[src/rtl/fetch_queue.sv]
`default_nettype none
// ============================================================================
// Module   : fetch_queue
// Purpose  : Instruction fetch front end. Keeps a word-address fetch pointer
//            and issues one instruction-memory read at a time over a
//            request/grant/response handshake. Each returned word is pushed,
//            tagged with its word address, into a small FIFO that decode
//            drains with valid/ready. A redirect reloads the pointer and
//            flushes both the buffered and the in-flight fetches.
// Ports    : clk            - clock, all state on the rising edge
//            rst            - asynchronous active-low reset
//            redirect_valid - load redirect_addr into the pointer and flush
//            redirect_addr  - new fetch word address
//            mem_req        - read request (high exactly in REQ)
//            mem_addr       - word address of the request
//            mem_gnt        - request accepted this cycle
//            mem_rvalid     - read data valid
//            mem_rdata      - read data
//            out_valid      - FIFO head valid
//            out_instr      - head instruction
//            out_pc         - head word address
//            out_ready      - decode accepts the head
// Revision : 1.0 - initial release
// ============================================================================
module fetch_queue #(
  parameter int                ADDR_W     = 30,
  parameter int                DATA_W     = 32,
  parameter int                DEPTH      = 4,
  parameter logic [ADDR_W-1:0] RESET_ADDR = '0
) (
  input  logic              clk,
  input  logic              rst,
  input  logic              redirect_valid,
  input  logic [ADDR_W-1:0] redirect_addr,
  output logic              mem_req,
  output logic [ADDR_W-1:0] mem_addr,
  input  logic              mem_gnt,
  input  logic              mem_rvalid,
  input  logic [DATA_W-1:0] mem_rdata,
  output logic              out_valid,
  output logic [DATA_W-1:0] out_instr,
  output logic [ADDR_W-1:0] out_pc,
  input  logic              out_ready
);

  localparam int c_ptr_w = $clog2(DEPTH);
  localparam int c_cnt_w = c_ptr_w + 1;
  localparam logic [c_cnt_w-1:0] c_depth = c_cnt_w'(DEPTH);

  typedef enum logic [1:0] {
    ST_IDLE = 2'd0,
    ST_REQ  = 2'd1,
    ST_WAIT = 2'd2,
    ST_DROP = 2'd3
  } state_t;

  state_t               r_state;
  state_t               w_state_nxt;
  logic [ADDR_W-1:0]    r_fetch_pc;
  logic [c_cnt_w-1:0]   r_count;
  logic [c_cnt_w-1:0]   w_count_nxt;
  logic [c_ptr_w-1:0]   r_wr_ptr;
  logic [c_ptr_w-1:0]   r_rd_ptr;
  logic [DATA_W-1:0]    r_instr_mem [DEPTH];
  logic [ADDR_W-1:0]    r_pc_mem    [DEPTH];

  logic w_push;
  logic w_pop;
  logic w_room;

  // A response landing in the same cycle as a redirect belongs to the old
  // instruction stream, so it is never pushed.
  assign w_push      = (r_state == ST_WAIT) && mem_rvalid && !redirect_valid;
  assign w_pop       = out_valid && out_ready;
  assign w_room      = (r_count < c_depth);
  assign w_count_nxt = r_count + c_cnt_w'(w_push) - c_cnt_w'(w_pop);

  assign mem_req   = (r_state == ST_REQ);
  assign mem_addr  = r_fetch_pc;
  assign out_valid = (r_count != '0);
  assign out_instr = r_instr_mem[r_rd_ptr];
  assign out_pc    = r_pc_mem[r_rd_ptr];

  // Next-state logic. DROP exists because a granted request always returns
  // exactly one response; after a flush that response must be swallowed
  // before a new request may be issued.
  always_comb begin
    w_state_nxt = r_state;
    case (r_state)
      ST_IDLE: begin
        if (!redirect_valid && w_room) begin
          w_state_nxt = ST_REQ;
        end
      end
      ST_REQ: begin
        if (redirect_valid) begin
          w_state_nxt = mem_gnt ? ST_DROP : ST_IDLE;
        end else if (mem_gnt) begin
          w_state_nxt = ST_WAIT;
        end
      end
      ST_WAIT: begin
        if (redirect_valid) begin
          w_state_nxt = mem_rvalid ? ST_IDLE : ST_DROP;
        end else if (mem_rvalid) begin
          // Decide on the occupancy after this cycle's push and pop so a
          // full FIFO parks in IDLE instead of issuing a request.
          w_state_nxt = (w_count_nxt < c_depth) ? ST_REQ : ST_IDLE;
        end
      end
      ST_DROP: begin
        if (mem_rvalid) begin
          w_state_nxt = ST_IDLE;
        end
      end
      default: w_state_nxt = ST_IDLE;
    endcase
  end

  always_ff @(posedge clk or negedge rst) begin
    if (!rst) begin
      r_state    <= ST_IDLE;
      r_fetch_pc <= RESET_ADDR;
      r_count    <= '0;
      r_wr_ptr   <= '0;
      r_rd_ptr   <= '0;
    end else begin
      r_state <= w_state_nxt;
      if (redirect_valid) begin
        r_fetch_pc <= redirect_addr;
        r_count    <= '0;
        r_wr_ptr   <= '0;
        r_rd_ptr   <= '0;
      end else begin
        if (w_push) begin
          r_fetch_pc <= r_fetch_pc + ADDR_W'(1);
          r_wr_ptr   <= r_wr_ptr + c_ptr_w'(1);
        end
        if (w_pop) begin
          r_rd_ptr <= r_rd_ptr + c_ptr_w'(1);
        end
        r_count <= w_count_nxt;
      end
    end
  end

  // Storage needs no reset: entries are only visible once r_count covers them.
  always_ff @(posedge clk) begin
    if (w_push) begin
      r_instr_mem[r_wr_ptr] <= mem_rdata;
      r_pc_mem[r_wr_ptr]    <= r_fetch_pc;
    end
  end

  a_no_overflow : assert property (@(posedge clk) disable iff (!rst)
    !(w_push && (r_count == c_depth)));

endmodule
`default_nettype wire

[config.mk]
export PLATFORM = sky130hd
export DESIGN_NAME = fetch_queue
export DESIGN_NICKNAME = d
export VERILOG_FILES = /design/src/rtl/fetch_queue.sv
export SDC_FILE = /design/constraint.sdc
export NUM_CORES = 1
export LEC_CHECK = 0
export ABC_CLOCK_PERIOD_IN_PS = 4250
export BUFFER_PORTS_ARGS = -buffer_cell sky130_fd_sc_hd__buf_4
export CORE_MARGIN = 4
export CORE_UTILIZATION = 57
export DETAILED_ROUTE_END_ITERATION = 10
export PLACE_DENSITY = 0.79
export SYNTH_ARGS = -nofsm -noshare
export SYNTH_HDL_FRONTEND = slang
export SYNTH_SLANG_ARGS = --single-unit
export TNS_END_PERCENT = 10
[constraint.sdc]
create_clock -name clk -period 4.25 [get_ports clk]
set_clock_uncertainty 0.05 [all_clocks]
set_input_delay 0.425 -clock clk [delete_from_list [all_inputs] [get_ports clk]]
set_output_delay 0.425 -clock clk [all_outputs]
set_load 0.005 [all_outputs]
=== Yosys cells after proc, flatten, opt, wreduce, memory -nomap -nowiden ===
Memory sizes are Yosys's and may differ from the RTL's.
Index checks and enable logic that the tools add are counted.

* Output and inout port bits: 94
* Memories kept: 2
* Bits in registers: 39
* Input port bits: 68
* Bits in writable memories: 248
* Word-level logic and storage cells: 50

{| class="wikitable"
|+ Memory list
! memory !! words !! bits a word !! read ports !! clocked after Yosys merged registers in !! write ports !! RTL line !! text
|-
| r_instr_mem || 4 || 32 || 1 || 0 || 1 || 64 || <nowiki>logic [DATA_W-1:0] r_instr_mem [DEPTH];</nowiki>
|-
| r_pc_mem || 4 || 30 || 1 || 0 || 1 || 65 || <nowiki>logic [ADDR_W-1:0] r_pc_mem [DEPTH];</nowiki>
|}

* Equal/unequal tests: 7
* Add/sub/neg operators: 5
* Order comparisons: 2
* Reduce and logical (&&, ||, !) cells: 10
* Mux-type cells: 19

{| class="wikitable"
|+ Operator list
! cell !! number
|-
| $mux 30 || 2
|-
| $add 30x1->30 const B || 1
|-
| $mux 2 || 12
|-
| $pmux 2 s4 || 1
|-
| $lt 3x3->1 const B || 2
|-
| $add 2x1->2 const B || 2
|-
| $eq 2x2->1 const B || 2
|-
| $logic_and 1x1->1 || 4
|-
| $ne 2x2->1 const B || 2
|-
| $reduce_and 4->1 || 1
|-
| $reduce_bool 2->1 || 2
|-
| $add 3x1->3 || 1
|-
| $mux 1 || 3
|-
| $mux 3 || 1
|-
| $ne 3x2->1 const B || 1
|-
| $ne 3x3->1 const B || 1
|-
| $reduce_bool 3->1 || 1
|-
| $sub 3x1->3 || 1
|-
| $eq 2x1->1 const B || 1
|-
| $logic_not 2->1 || 1
|-
| $logic_not 1->1 || 1
|}

=== Logic depth before layout (Yosys ltp) ===
* Depth after elaboration: 10
* Mapped depth: 14
* Gate-level depth less buffers: 12

=== Least setup slack after synthesis ===
Ideal clock, no wire load.

* Path kind: input -> register
* Start point: in redirect_valid
* End point: mem r_instr_mem[0][0], enable pin
* Arrival: 2,740 ps
* Cell stages on the path: 5
* Required time: 3,773 ps
* Buffers on the path: 3
* Setup time: 427 ps
* Slack: 1,033 ps
* Cells stage by stage: clkbuf_1 > inv_1 > clkbuf_1 > clkbuf_1 > and3_1

* Cells in the longest elaborated chain, start to end: 4

{| class="wikitable"
|+ Ends and longest elaborated chain
! what !! RTL line !! text
|-
| start: declaration || 33 || <nowiki>input logic redirect_valid,</nowiki>
|-
| $logic_not 1->1 || 73 || <nowiki>assign w_push = (r_state == ST_WAIT) && mem_rvalid && !redirect_valid;</nowiki>
|-
| $logic_and 1x1->1 || 73 ||
|-
| $mux 1 || 149 || <nowiki>if (w_push) begin</nowiki>
|-
| $mux 1 (not written as such) || 150 || <nowiki>r_instr_mem[r_wr_ptr] <= mem_rdata;</nowiki>
|-
| end: declaration || 64 ||
|}

No other way between the ends.

=== Worst setup path after layout ===
* Start point: reg r_rd_ptr[0]
* End point: out out_pc[16]

* Cells in the longest elaborated chain, start to end: 1

{| class="wikitable"
|+ Ends and longest elaborated chain
! what !! RTL line !! text
|-
| start: declaration || 63 || <nowiki>logic [c_ptr_w-1:0] r_rd_ptr;</nowiki>
|-
| start signal: assignment || 140 || <nowiki>r_rd_ptr <= r_rd_ptr + c_ptr_w'(1);</nowiki>
|-
| $mem_v2 4x30 || -- ||
|-
| end: declaration || 42 || <nowiki>output logic [ADDR_W-1:0] out_pc,</nowiki>
|}

No other way between the ends.

==> flow_summary.toml <==
[status]
status = "finished clean"

[worst_setup_path]
max_stage_delay_ns = 0.87
crit_fanout = 33
path_delay_family = "flip-flops"
path_buf_inv = 2
cp.required_ns = 3.77
worstSetupPathType = "register to primary output"
startpoint_type = "register"
endpoint_kind = "primary output"
worstSetupStartpoint = "r_rd_ptr[0]"
critPathArrivalTime_ns = 2.51
timing.critical_path.slowest_stage_cell = "dfrtp_4"
crit_chain = "buf_12, mux4_2, buf_4"
r2r-start = "r_state[1]"

[layout]
instances_no_fill = 1039
postLayoutCellArea_sq_um = 13710
num-nets-final = 828
drive_gt1_frac = 0.3656
antennaDiodeCount = 0
area_delta_synth_final_pct = 21.56
postLayoutCoreUtil = 0.7046

[grt]
grt_pass1_wl_microns = 35780
grt_pass1_vias = 6313
use_met2 = 0.3333
grt_busiest_layer = "met2"
antenna_found_initial = 0
grt.met3_usage = 0.03413
grt-ovfl-total = 0
grt_usage = 0.2079
grt_max_degree = 64
grtUsageMet1 = 0.3113

[placed_design]
port_buffers = 161
dpl.hpwl_microns = 13880
place_area_sq_um = 12730
place_congestion = 0.8472
dp_worst_setup_slack_ns = 1.224
placed_cells = 986

[sta]
period_share = 0.7018
finalSetupTns_ns = 0
finalSetupViolations = 0
rsz0062_at_grt = "no"
tightest_slew_ns = 1.111
finalMaxSlewViolations = 0
clock.fmax_mhz = 335.3
min_period_ns = 2.983
relSlewSlack = 0.2586
hold_viol = 0
worst_slack_ns = 1.267

[synth]
synth.cell_area_sq_um = 11280
synth_edf_count = 248
yosysSeqAreaShare = 0.7467
yosys_warnings = 0
syn_nets = 666
synth_cell_type_count = 45
synthFlopType = "edfxtp_1"
syn_avg_cell_area_sq_um = 19.12
synthCells = 590
synthArstFlopShare = 0.1359
synth_seq_cells = 287

[floorplanning]
fp.dieH_microns = 148.7
rows = 51
start_util = 0.5796
dieArea_sq_um = 22110
die_w_microns = 148.7
ios = 162
core_sq_um = 19460

[clocking]
clk_pin_slew_ns = 0.06
clkLatencyLatePin_ns = 0.53
cts_resized = 0
clkSinkCount = 287
htreeDepth = 1
cts_tree = "built"
root_buffer = "clkbuf_16"
cts_made_buffers = 28
clk_path_buf_depth = 3

[routing]
drtPass1Iterations = 5
dr.first_iter.drc_count = 458
routed_wl_microns = 22870
drc = 0
vias_per_cell = 5.949
wl_per_cell_microns = 22.01
vias = 6181
ant_nets = 0

[power_and_ir_drop]
vdd_ir_drop_max_mv = 0.2866
power.density_nw_per_um2 = 531.7
leakagePower_nw = 4.733

[flow_run]
maxCapViolCount = 0

[hold_path]
hold_path_class = "input pin to register"
hp-start = "mem_rdata[28]"
[worst paths after layout]
path	slack [ns]	cells after the start	endpoint
hold reg to reg	0.54	2	r_wr_ptr[1]
max in group asynchronous	3.38	2	r_rd_ptr[0]
hold / removal	0.04	1	r_instr_mem[1][28]
setup reg to reg	1.64	12	r_state[0]
min in group asynchronous	0.36	2	r_state[1]
setup / recovery	1.27	3	out_pc[16]
[metal layers]
metal | routed length [microns] | up-vias | share of wire
met5 | 0 | - | 0
met1 | 9401 | 3124 | 0.41
met4 | 281 | 0 | 0.012
met3 | 1923 | 27 | 0.084
met2 | 11270 | 302 | 0.49
li1 | - | 2728 | -
[Yosys cell counts, types with 2 or more instances]
cell type,n,area share
and4_1,4,0.0031
o31ai_1,13,0.0087
mux4_2,62,0.12
nand4_2,2,0.0022
nor3_1,4,0.0018
buf_2,5,0.0022
ha_1,7,0.0078
or4_1,16,0.011
xnor2_1,12,0.0093
o21ai_0,11,0.0049
or4_2,2,0.0016
buf_1,3,0.0010
nand4b_1,2,0.0016
a21oi_1,2,0.00089
a31oi_1,13,0.0072
and3_1,7,0.0039
nor2_1,24,0.0080
inv_1,12,0.0040
nand4_1,6,0.0033
nor4_1,4,0.0022
nand3_1,12,0.0053
or3_1,2,0.0011
dfrtp_1,39,0.087
edfxtp_1,248,0.66
clkbuf_1,21,0.0070
o211ai_1,5,0.0033
xor2_1,3,0.0023
nand2_1,30,0.010
nor2b_1,3,0.0017
[cells by family (layout without fill, tap and decap cells)]
group / after synthesis / after routing / share of synthesized area
and+or+nand+nor: 123 / 123 / 0.06134
adders and majority gates: 8 / 8 / 0.009538
xor gates and xnor gates: 15 / 15 / 0.01165
AOI/OAI and AO/OA: 51 / 51 / 0.03028
DFF: 287 / 287 / 0.7467
muxes: 63 / 63 / 0.1247
buffers and inverters: 43 / 227 / 0.01586
[power by group]
part | leakage [nW] | switching (mW) | internal [mW]
Sequential | 2.70 | 0.252 | 3.19
Clock | 0.471 | 1.01 | 1.53
Combinational | 1.56 | 0.494 | 0.818
[layout by cell type (no fill, tap or decap), drive strengths merged, types with 2 or more instances in the layout]
master    instances
edfxtp          248
buf             162
mux4             62
dfrtp            39
clkbuf           38
nand2            30
nor2             24
or4              19
o31ai            13
a31oi            13
inv              12
xnor2            12
nand3            12
o21ai            11
nand4             8
clkinv            8
ha                7
and3              7
o211ai            5
nor4              4
and4              4
nor3              4
nor2b             3
xor2              3
bufinv            3
clkinvlp          3
or3               2
a21oi             2
nand4b            2
[worst reg2reg max path: cells and delay by family, from the launching register on]
kind / cells / cell delay, ns
adder cells (fa/ha/maj): 3 / 0.80
flip-flops: 1 / 0.51
AND/OR/NAND/NOR: 3 / 0.51
XOR/XNOR: 2 / 0.36
buffers and inverters: 3 / 0.18
AO/OA/AOI/OAI: 1 / 0.09
[per-stage QoR]
stage / total power, mW / hold slack (ns)
floorplan: 4.162 / 0.07941
global placement: 4.800 / 0.3716
detailed placement: 4.841 / 0.3832
CTS: 7.355 / 0.02386
global route: 7.599 / 0.02400
finish: 7.291 / 0.04418
[layout make-up]
type	count	area (sq um)
clock buffers	38	819.5
clock inverters	14	148.9
fillers	1204	5749
inverters	12	45.04
multi-input cells	260	2699
flip-flops and latches	287	8431
well taps	265	331.6
repair buffers	163	1239
[flip-flops by register name, summed over array words and instances (netlist names)]
| name | count |
|---|---|
| mem_addr | 30 |
| r_count | 3 |
| r_instr_mem | 128 |
| r_pc_mem | 120 |
| r_rd_ptr | 2 |
| r_state | 2 |
| r_wr_ptr | 2 |
[what timing repair did]
item	in CTS	in global routing
hold buffers	1	0
endpoints found under the hold margin	39	0
setup buffers	0	0
Power figures use the tool's default switching activity.
